$ cat src/rtl/knapsack_search_ctrl.sv
// ---------------------------------------------------------------------------
// knapsack_search_ctrl
//
// Exhaustive-search sequencer for a combinational knapsack evaluator.
// After an accepted start it presents every item subset (0 .. 2**N_ITEMS-1)
// on cand_sel, one per clock. It records the highest-value feasible subset
// and the number of feasible subsets. It is the only driver of the
// evaluator's item-select inputs.
//
// Handshake: start is a level that is sampled only in IDLE. Once it is
// accepted, busy stays high for 2**N_ITEMS cycles. done then pulses for
// exactly one cycle and the results are valid. A start seen in SCAN or DONE
// is dropped and is not queued. An abort in SCAN returns to IDLE with the
// results cleared and no done pulse.
//
// Ports
//   clk, rst            single clock, synchronous active-high reset
//   start, abort        host control
//   cand_sel            subset under test (bit0 = item A); 0 outside SCAN
//   eval_fit/eval_value combinational evaluator response to cand_sel
//   busy, done          scan in progress / one-cycle completion pulse
//   found, best_sel,    results of the last completed scan
//   best_value, fit_count
//   state_dbg           current FSM state (0 IDLE, 1 SCAN, 2 DONE)
// ---------------------------------------------------------------------------
module knapsack_search_ctrl #(
  parameter int N_ITEMS = 5,
  parameter int VAL_W   = 6
) (
  input  logic               clk,
  input  logic               rst,
  input  logic               start,
  input  logic               abort,
  output logic [N_ITEMS-1:0] cand_sel,
  input  logic               eval_fit,
  input  logic [VAL_W-1:0]   eval_value,
  output logic               busy,
  output logic               done,
  output logic               found,
  output logic [N_ITEMS-1:0] best_sel,
  output logic [VAL_W-1:0]   best_value,
  output logic [N_ITEMS:0]   fit_count,
  output logic [1:0]         state_dbg
);

  typedef enum logic [1:0] {
    ST_IDLE = 2'd0,
    ST_SCAN = 2'd1,
    ST_DONE = 2'd2
  } state_t;

  localparam logic [N_ITEMS-1:0] CNT_LAST = '1;
  localparam logic [N_ITEMS-1:0] CNT_ONE  = N_ITEMS'(1);
  localparam logic [N_ITEMS:0]   FIT_ONE  = (N_ITEMS+1)'(1);

  state_t             state_q, state_d;
  logic [N_ITEMS-1:0] cnt_q, cnt_d;
  logic               found_q, found_d;
  logic [N_ITEMS-1:0] best_sel_q, best_sel_d;
  logic [VAL_W-1:0]   best_val_q, best_val_d;
  logic [N_ITEMS:0]   fit_cnt_q, fit_cnt_d;

  always_ff @(posedge clk) begin
    if (rst) begin
      state_q    <= ST_IDLE;
      cnt_q      <= '0;
      found_q    <= 1'b0;
      best_sel_q <= '0;
      best_val_q <= '0;
      fit_cnt_q  <= '0;
    end else begin
      state_q    <= state_d;
      cnt_q      <= cnt_d;
      found_q    <= found_d;
      best_sel_q <= best_sel_d;
      best_val_q <= best_val_d;
      fit_cnt_q  <= fit_cnt_d;
    end
  end

  always_comb begin
    state_d    = state_q;
    cnt_d      = cnt_q;
    found_d    = found_q;
    best_sel_d = best_sel_q;
    best_val_d = best_val_q;
    fit_cnt_d  = fit_cnt_q;

    case (state_q)
      ST_IDLE: begin
        // Previous results stay visible until the next accepted start.
        // If start and abort arrive together, start wins.
        if (start) begin
          state_d    = ST_SCAN;
          cnt_d      = '0;
          found_d    = 1'b0;
          best_sel_d = '0;
          best_val_d = '0;
          fit_cnt_d  = '0;
        end
      end

      ST_SCAN: begin
        if (abort) begin
          state_d    = ST_IDLE;
          cnt_d      = '0;
          found_d    = 1'b0;
          best_sel_d = '0;
          best_val_d = '0;
          fit_cnt_d  = '0;
        end else begin
          if (eval_fit) begin
            fit_cnt_d = fit_cnt_q + FIT_ONE;
            // Strictly greater: on a tie the lower subset, which was seen
            // first, is kept.
            if (!found_q || (eval_value > best_val_q)) begin
              found_d    = 1'b1;
              best_sel_d = cnt_q;
              best_val_d = eval_value;
            end
          end
          if (cnt_q == CNT_LAST) begin
            state_d = ST_DONE;
          end else begin
            cnt_d = cnt_q + CNT_ONE;
          end
        end
      end

      ST_DONE: begin
        state_d = ST_IDLE;
        cnt_d   = '0;
      end

      default: begin
        state_d = ST_IDLE;
      end
    endcase
  end

  assign cand_sel   = (state_q == ST_SCAN) ? cnt_q : '0;
  assign busy       = (state_q == ST_SCAN);
  assign done       = (state_q == ST_DONE);
  assign found      = found_q;
  assign best_sel   = best_sel_q;
  assign best_value = best_val_q;
  assign fit_count  = fit_cnt_q;
  assign state_dbg  = state_q;

endmodule

$ cat config.mk
export PLATFORM = sky130hd
export DESIGN_NAME = knapsack_search_ctrl
export DESIGN_NICKNAME = d
export VERILOG_FILES = /design/src/rtl/knapsack_search_ctrl.sv
export SDC_FILE = /design/constraint.sdc
export NUM_CORES = 1
export LEC_CHECK = 0
export CAP_MARGIN = 20
export CORE_UTILIZATION = 40
export CTS_BUF_LIST = sky130_fd_sc_hd__clkbuf_2
export CTS_CLUSTER_DIAMETER = 50
export CTS_CLUSTER_SIZE = 30
export DETAILED_ROUTE_END_ITERATION = 16
export PLACE_DENSITY_LB_ADDON = 0.15
export SYNTH_ARGS = -nofsm -noshare
export SYNTH_HDL_FRONTEND = slang
export SYNTH_SLANG_ARGS = --single-unit
$ cat constraint.sdc
create_clock -name clk -period 2.4 [get_ports clk]
set_input_delay 0.6 -clock clk [delete_from_list [all_inputs] [get_ports clk]]
set_output_delay 0.6 -clock clk [all_outputs]
set_load 0.1 [all_outputs]
Word level (Yosys, flattened, before mapping)
Cells that the tools add are included.
Storage, ports and cells
  register bits: 25
  input bits: 11
  output and inout bits: 27
  logic and storage cells: 52
Operators by class
  $add $sub $neg: 2
  magnitude comparators: 1
  equality and inequality tests: 8
  muxes and demuxes: 26
  reduce and logical (&&, ||, !) cells: 9
Operators with widths (number)
  2-to-1 mux 6 bit: 6
  2-to-1 mux 5 bit: 7
  one-hot mux 6 bit (2 select lines): 2
  one-hot mux 5 bit (3 select lines): 1
  one-hot mux 5 bit (2 select lines): 1
  adder 6 x 1 -> 6 bit, second input constant: 1
  > comparator 6 bit: 1
  2-to-1 mux 2 bit: 3
  inequality test 3 x 2 -> 1 bit, second input constant: 2
  inequality test 3 bit, second input constant: 2
  AND reduction 3 bit: 2
  adder 5 x 1 -> 5 bit, second input constant: 1
  == test 5 bit, second input constant: 1
  2-to-1 mux 1 bit: 4
  one-hot mux 2 bit (2 select lines): 1
  AND reduction 4 bit: 1
  nonzero test 3 bit: 1
  == test 2 x 1 -> 1 bit, second input constant: 1
  == test 2 bit, second input constant: 1
  zero test 2 bit: 1
  inequality test 2 bit, second input constant: 1
  one-hot mux 1 bit (2 select lines): 1
  AND reduction 2 bit: 1
  nonzero test 2 bit: 1
  2 further kinds: 2

Longest topological paths before layout
Gate-level depths: netlist (run 1).
  depth in word-level cells: 6
  mapped depth: 8

Worst setup path before layout (run 1)
No wires, ideal clock.
  path kind: flip-flop to output port
  start point: register state_q[0] (netlist: state_dbg[0])
  end point: output port cand_sel[0]
  arrival: 2.768 ns
  path slack: -0.968 ns
  stages on the path, launching flop included: 5
  path buffers: 1
  cells stage by stage: dfxtp_1 -> buf_6 -> nand2b_1 -> inv_1 -> and2_1
Between the ends
  cells in the longest elaborated chain, start to end: 2
Ends and longest elaborated chain
  from (decl): line 56  | state_t state_q, state_d;
  from (signal assigned): line 72  | state_q <= state_d;
  == test 2 x 1 -> 1 bit
  net busy: line 37  | output logic busy,
  2-to-1 mux 5 bit: line 141  | assign cand_sel = (state_q == ST_SCAN) ? cnt_q : '0;
  to (decl): line 34  | output logic [N_ITEMS-1:0] cand_sel,
The timed path passes the listed nets, and every way through them passes these cells.

Worst setup path after layout (run 1)
  start point: register state_q[1] (netlist: state_dbg[1])
  end point: output port cand_sel[2]
Between the ends
  cells in the longest elaborated chain, start to end: 2
Ends and longest elaborated chain (line)
  == test 2 x 1 -> 1 bit: 141
  2-to-1 mux 5 bit: 141
No other way between the ends.

==> results.json, run 1 <==
{
  "power_density_mw_per_mm2": 461.1,
  "antenna_found_initial": 0,
  "fin_skew_ns": 0.01902,
  "max_stage_delay_ns": 0.45,
  "stdcell_count": 198,
  "utilization_pct": 59.44,
  "drv_cap": 0,
  "place_inst": 194,
  "cp_cell_sequence": "nand2b_1 -> clkinvlp_4 -> and2_4 -> buf_12",
  "die_x_um": 57.17,
  "cp_num_buf_inv": 2,
  "nNetsFinal": 188,
  "globalplace.congestion": 0.7633,
  "dieArea_sq_mm": 0.003268,
  "grt_use_total_pct": 16.64,
  "synth_area_sq_mm": 0.001217,
  "cp_top_family": "flip-flops",
  "dr_total_vias": 1012,
  "post_cts_buffers": 0,
  "post-route-period-util_pct": 88.79,
  "syn_inst": 125,
  "diodes": 0,
  "hold_slack_ns": 0.5123,
  "cp-start-kind": "flop",
  "worst_hold_path_type": "flop to flop",
  "avgSynthCellArea_sq_um": 9.739,
  "synth_cell_type_count": 31,
  "total_power_uw": 775.4,
  "cp-end-kind": "primary output",
  "worst_skew_pair.late_latency_ns": 0.34,
  "cts_root_buf": "clkbuf_2",
  "h-tree-depth": 1,
  "ant_nets": 0,
  "finalSetupViolCount": 0,
  "cts.reportedPaths.clkPinSlew_ns": 0.24,
  "max_freq_mhz": 469.3,
  "slew_headroom_pct": 64.77,
  "synth_nets": 145,
  "finalCriticalPeriod_ns": 2.131,
  "rsz0062_at_grt": "false",
  "drive_above_1_share_pct": 31.74,
  "grt_pass1_wl_um": 4278,
  "first_pass_iters": 10,
  "ys_warn_count": 0,
  "ios": 38,
  "cts_hold_repair.buffers": 0,
  "wl_per_cell_um": 12.26,
  "syn2layout_area_growth_pct": 38.13,
  "post_cts_resized": 0,
  "p_leak_uw": 0.0007286,
  "start_util_pct": 43.03,
  "cts_buffers": 3,
  "clock_path_buffers": 2,
  "clock_sinks": 25,
  "ys_seq_elements": 25,
  "rows": 19,
  "io_buffers": 37,
  "grt_max_degree": 15,
  "path_class": "flop to primary output",
  "grt_pass1_vias": 979,
  "status": "finished, violations left",
  "worst_pin_slew_ns": 0.5274,
  "hold_viol": 0,
  "ys_seq_area_share_pct": 41.11,
  "cp_data_arrival_time_ns": 1.53,
  "violations": "DRC",
  "wl_um": 2427,
  "vias_per_cell": 5.111,
  "die_h_um": 57.17,
  "drv_slew": 0,
  "dp_hpwl_um": 1878,
  "slowest_stage": "dfxtp_4",
  "drt-initial-drc-count": 36,
  "vdd_drop_max_uv": 238.3,
  "tritoncts": "done",
  "fp.coreArea_sq_mm": 0.002829,
  "crit_fanout": 10,
  "gr-total-overflow": 0,
  "cp.required_ns": 1.80,
  "drc": 4
}
==> Yosys cell counts, drive strengths merged <==
cell type  instances  area (sq um)
xor2               6         52.55
nand2              5         18.77
or3                2         12.51
o21bai             1         7.510
and2               5         31.28
a211oi             2         15.01
buf                4         38.78
nand2b             2         12.51
o31a               1         10.01
nor2b              2         12.51
a21o               1         7.510
o21ai              1         5.000
a21boi             1         7.510
and3               2         12.51
o221ai             1         8.760
nor2              16         60.06
ha                 9         112.6
mux2i              3         30.03
and3b              1         12.51
xnor2              2         17.52
a21oi              3         15.01
nor3               1         16.27
nor3b              1         18.77
nand3              1         5.000
dfxtp             25         500.5
inv               10         37.54
nand4bb            1         11.26
nand4              4         25.02
a22o              11         96.34
o22ai              1         6.260
==> worst register-to-register path, stage by stage, from the launching register on <==
cell and delay (ns):
dfxtp_1 0.42, ha_1 0.23, and3_1 0.18, ha_1 0.18
nor2b_1 0.13, o22ai_1 0.14, buf_4 0.17, nand4_1 0.12
xor2_1 0.16, nor2_1 0.09
==> area by class of cell <==
class	count	area, sq um
Fill cell	254	1147
Multi-Input combinational cell	86	655.6
Sequential cell	25	510.5
Timing Repair Buffer	42	415.4
Inverter	10	41.29
Tap cell	31	38.79
Clock buffer	3	15.01
Clock inverter	1	5.005
==> flip-flops by register name, summed over array words and instances (netlist names) <==
| name | cells |
|---|---|
| best_sel | 5 |
| best_value | 6 |
| cnt_q | 5 |
| fit_count | 6 |
| found | 1 |
| state_dbg | 2 |
==> report_power, final <==
part	internal [uW]	total (uW)	switching, uW
Combinational	66.3	179	113
Clock	37.8	160	123
Sequential	424	436	11.6
==> per-stage QoR <==
| step | cell area [sq um] | worst slack (ns) | setup TNS [ns] |
|---|---|---|---|
| after detailed placement | 1662 | -0.01367 | -0.07423 |
| after CTS | 1682 | 0.2278 | 0 |
| after global placement | 1662 | 0.01877 | 0 |
| after global routing | 1682 | 0.1540 | 0 |
| after floorplan | 1246 | 0.02963 | 0 |
| final | 1682 | 0.2690 | 0 |
==> routing by layer <==
metal	track usage (%)	up-vias	part of all wire (%)	wire, um
li1	-	521	-	-
met1	21.84	471	49	1188
met2	27.90	18	47	1140
met3	2.948	2	3.4	83
met4	5.226	0	0.62	15
met5	0	-	0	0
==> kinds of logic after synthesis <==
family	synth area share [%]
AO/OA/AOI/OAI	14.70
XOR/XNOR	5.756
adder cells (fa/ha/maj)	9.250
buffers and inverters	6.269
flip-flops	41.11
multiplexers	2.467
AND/OR/NAND/NOR	20.45
==> placed cells by master, fill, tap and decap left out, types with 3 or more instances in the layout <==
cell type | netlist | layout
dfxtp_1 | 25 | 19
inv_1 | 10 | 9
mux2i_1 | 3 | 3
a22o_1 | 11 | 11
dfxtp_2 | 0 | 5
nand2_1 | 5 | 5
ha_1 | 9 | 9
buf_12 | 0 | 6
nand4_1 | 4 | 4
a21oi_1 | 3 | 3
nor2_1 | 16 | 16
clkbuf_2 | 0 | 3
buf_4 | 0 | 26
xor2_1 | 6 | 6
and2_4 | 0 | 5
clkdlybuf4s50_1 | 0 | 10
==> path summary, 6_finish.rpt <==
check                                                  end                       start  depth (start not counted)  slack (ns)
worst min-delay path            best_value[4]$_SDFFE_PP0P_  best_value[4]$_SDFFE_PP0P_                          1        0.51
worst max register to register       cnt_q[3]$_SDFFE_PP0P_       cnt_q[0]$_SDFFE_PP0P_                          9        0.54
worst min register to register  best_value[4]$_SDFFE_PP0P_  best_value[4]$_SDFFE_PP0P_                          1        0.51
worst max-delay path                           cand_sel[2]   state_dbg[1]$_SDFFE_PP0P_                          4        0.27
Power figures use the tool's default switching activity.
==> inputs of run 2 (changes only) <==
CORE_MARGIN = 3   (was not set)
GPL_ROUTABILITY_DRIVEN = 0   (was not set)
==> results.json, run 2 (synthesis results as in run 1) <==
{
  "diodes": 0,
  "worstReg2RegStart": "cnt_q[0]$_SDFFE_PP0P_",
  "h-tree-depth": 1,
  "stdcell_count": 198,
  "cp_data_arrival_time_ns": 1.54,
  "post_cts_resized": 0,
  "cp-end-kind": "primary output",
  "p_leak_uw": 0.0007289,
  "place_inst": 194,
  "crit_start": "state_dbg[1]$_SDFFE_PP0P_",
  "gr-total-overflow": 0,
  "cp.required_ns": 1.80,
  "path_class": "flop to primary output",
  "cts_root_buf": "clkbuf_2",
  "post-place-ws_ns": -0.02925,
  "post-route-period-util_pct": 89.22,
  "clock_path_buffers": 2,
  "worst_skew_pair.late_latency_ns": 0.33,
  "design_area_sq_mm": 0.001682,
  "dieArea_sq_mm": 0.003742,
  "tritoncts": "done",
  "syn2layout_area_growth_pct": 38.13,
  "drc": 0,
  "wl_per_cell_um": 12.68,
  "post_cts_buffers": 0,
  "wl_um": 2510,
  "rrSetupSlack_ns": 0.56,
  "drive_above_1_share_pct": 31.74,
  "dr_total_vias": 1031,
  "multi_input_area_sq_um": 655.6,
  "fp.coreArea_sq_mm": 0.002829,
  "drt-initial-drc-count": 37,
  "max_stage_delay_ns": 0.45,
  "io_buffers": 37,
  "grt_pass1_vias": 966,
  "vdd_drop_max_uv": 226.7,
  "final_cell_mix": "buf_4, dfxtp_1, nor2_1",
  "crit_fanout": 10,
  "antenna_found_initial": 0,
  "cts_buffers": 3,
  "dp_hpwl_um": 1998,
  "rsz0062_at_grt": "false",
  "p_int_uw": 534.4,
  "cp-start-kind": "flop",
  "status": "completed",
  "max_freq_mhz": 467.0,
  "ff_latch_area_sq_um": 510.5,
  "start_util_pct": 43.03,
  "worst_hold_path_type": "flop to flop",
  "grt_use_total_pct": 14.59,
  "rr_endpoint": "cnt_q[3]$_SDFFE_PP0P_",
  "die_h_um": 61.17,
  "finalCriticalPeriod_ns": 2.141,
  "grt_pass1_wl_um": 4202,
  "first_pass_iters": 4,
  "rows": 19,
  "setup-tns-final_ns": 0,
  "finalSetupViolCount": 0,
  "clockPowerShare_pct": 21.1,
  "placed_area_sq_mm": 0.001662,
  "final_common_cell": "buf_4",
  "nNetsFinal": 188,
  "hp-start": "best_value[4]$_SDFFE_PP0P_",
  "p_sw_share_pct": 31.40,
  "clock_sinks": 25,
  "slowest_stage": "dfxtp_4",
  "ant_nets": 0,
  "worst_pin_slew_ns": 0.5581,
  "worst_slack_ns": 0.2587,
  "fin_skew_ns": 0.003480,
  "die_x_um": 61.17,
  "cp_cell_sequence": "nand2b_1 -> clkinvlp_4 -> and2_4 -> buf_12",
  "reg2reg_depth": 9,
  "timing.hold.worst_endpoint": "best_value[4]$_SDFFE_PP0P_",
  "hold_viol": 0,
  "ios": 38,
  "cts_hold_repair.buffers": 0,
  "vias_per_cell": 5.207,
  "drv_slew": 0,
  "holdPathStages": 1,
  "sequentialPowerShare_pct": 55.9,
  "switchingPower_uw": 244.7,
  "cts.reportedPaths.clkPinSlew_ns": 0.22,
  "drv_cap": 0,
  "total_power_uw": 779.1,
  "slew_headroom_pct": 62.71,
  "grt_max_degree": 14,
  "p_comb_share_pct": 23.0,
  "fill_cells": 255,
  "power_density_mw_per_mm2": 463.3
}
run 2: cell type report:
| class | count | area share, % |
|---|---|---|
| well taps | 31 | 2.307 |
| repair buffers | 42 | 24.70 |
| multi-input cells | 86 | 38.99 |
| clock buffers | 4 | 1.190 |
| inverters | 10 | 2.455 |
| flip-flops and latches | 25 | 30.36 |
run 2: metrics by stage:
step,util [%],hold WS [ns]
2_1_floorplan,-,0.5032
6_report,59.44,0.5097
3_3_place_gp,58.74,0.4592
3_5_place_dp,58.74,0.4663
5_1_grt,59.44,0.5403
4_1_cts,59.44,0.5119
run 2: worst max-delay path by stage:
stage                                            end  cells after the start
after CTS                                cand_sel[2]                      4
after global placement    best_value[2]$_SDFFE_PP0P_                      6
after detailed placement    best_sel[2]$_SDFFE_PP0P_                      6
final                                    cand_sel[2]                      4
after global routing                     cand_sel[4]                      4
after floorplan                          cand_sel[0]                      4
run 2: layer usage:
metal	part of all wire [%]	track usage (%)
met5	0	0
met4	0.40	4.644
met3	4.9	2.516
met2	49	24.17
met1	45	19.26
run 2: power by group through the flow:
stage / Combinational, uW / Sequential (uW) / Clock (uW)
global route: 193 / 438 / 194
finish: 180 / 435 / 164
detailed placement: 180 / 443 / 0
floorplan: 75.5 / 489 / 0
CTS: 181 / 436 / 170
global placement: 178 / 443 / 0
run 2: critical path: cells and delay by family (launching register included):
family	cells	cell delay, ns
DFF	1	0.45
and+or+nand+nor	2	0.39
buffers and inverters	2	0.36
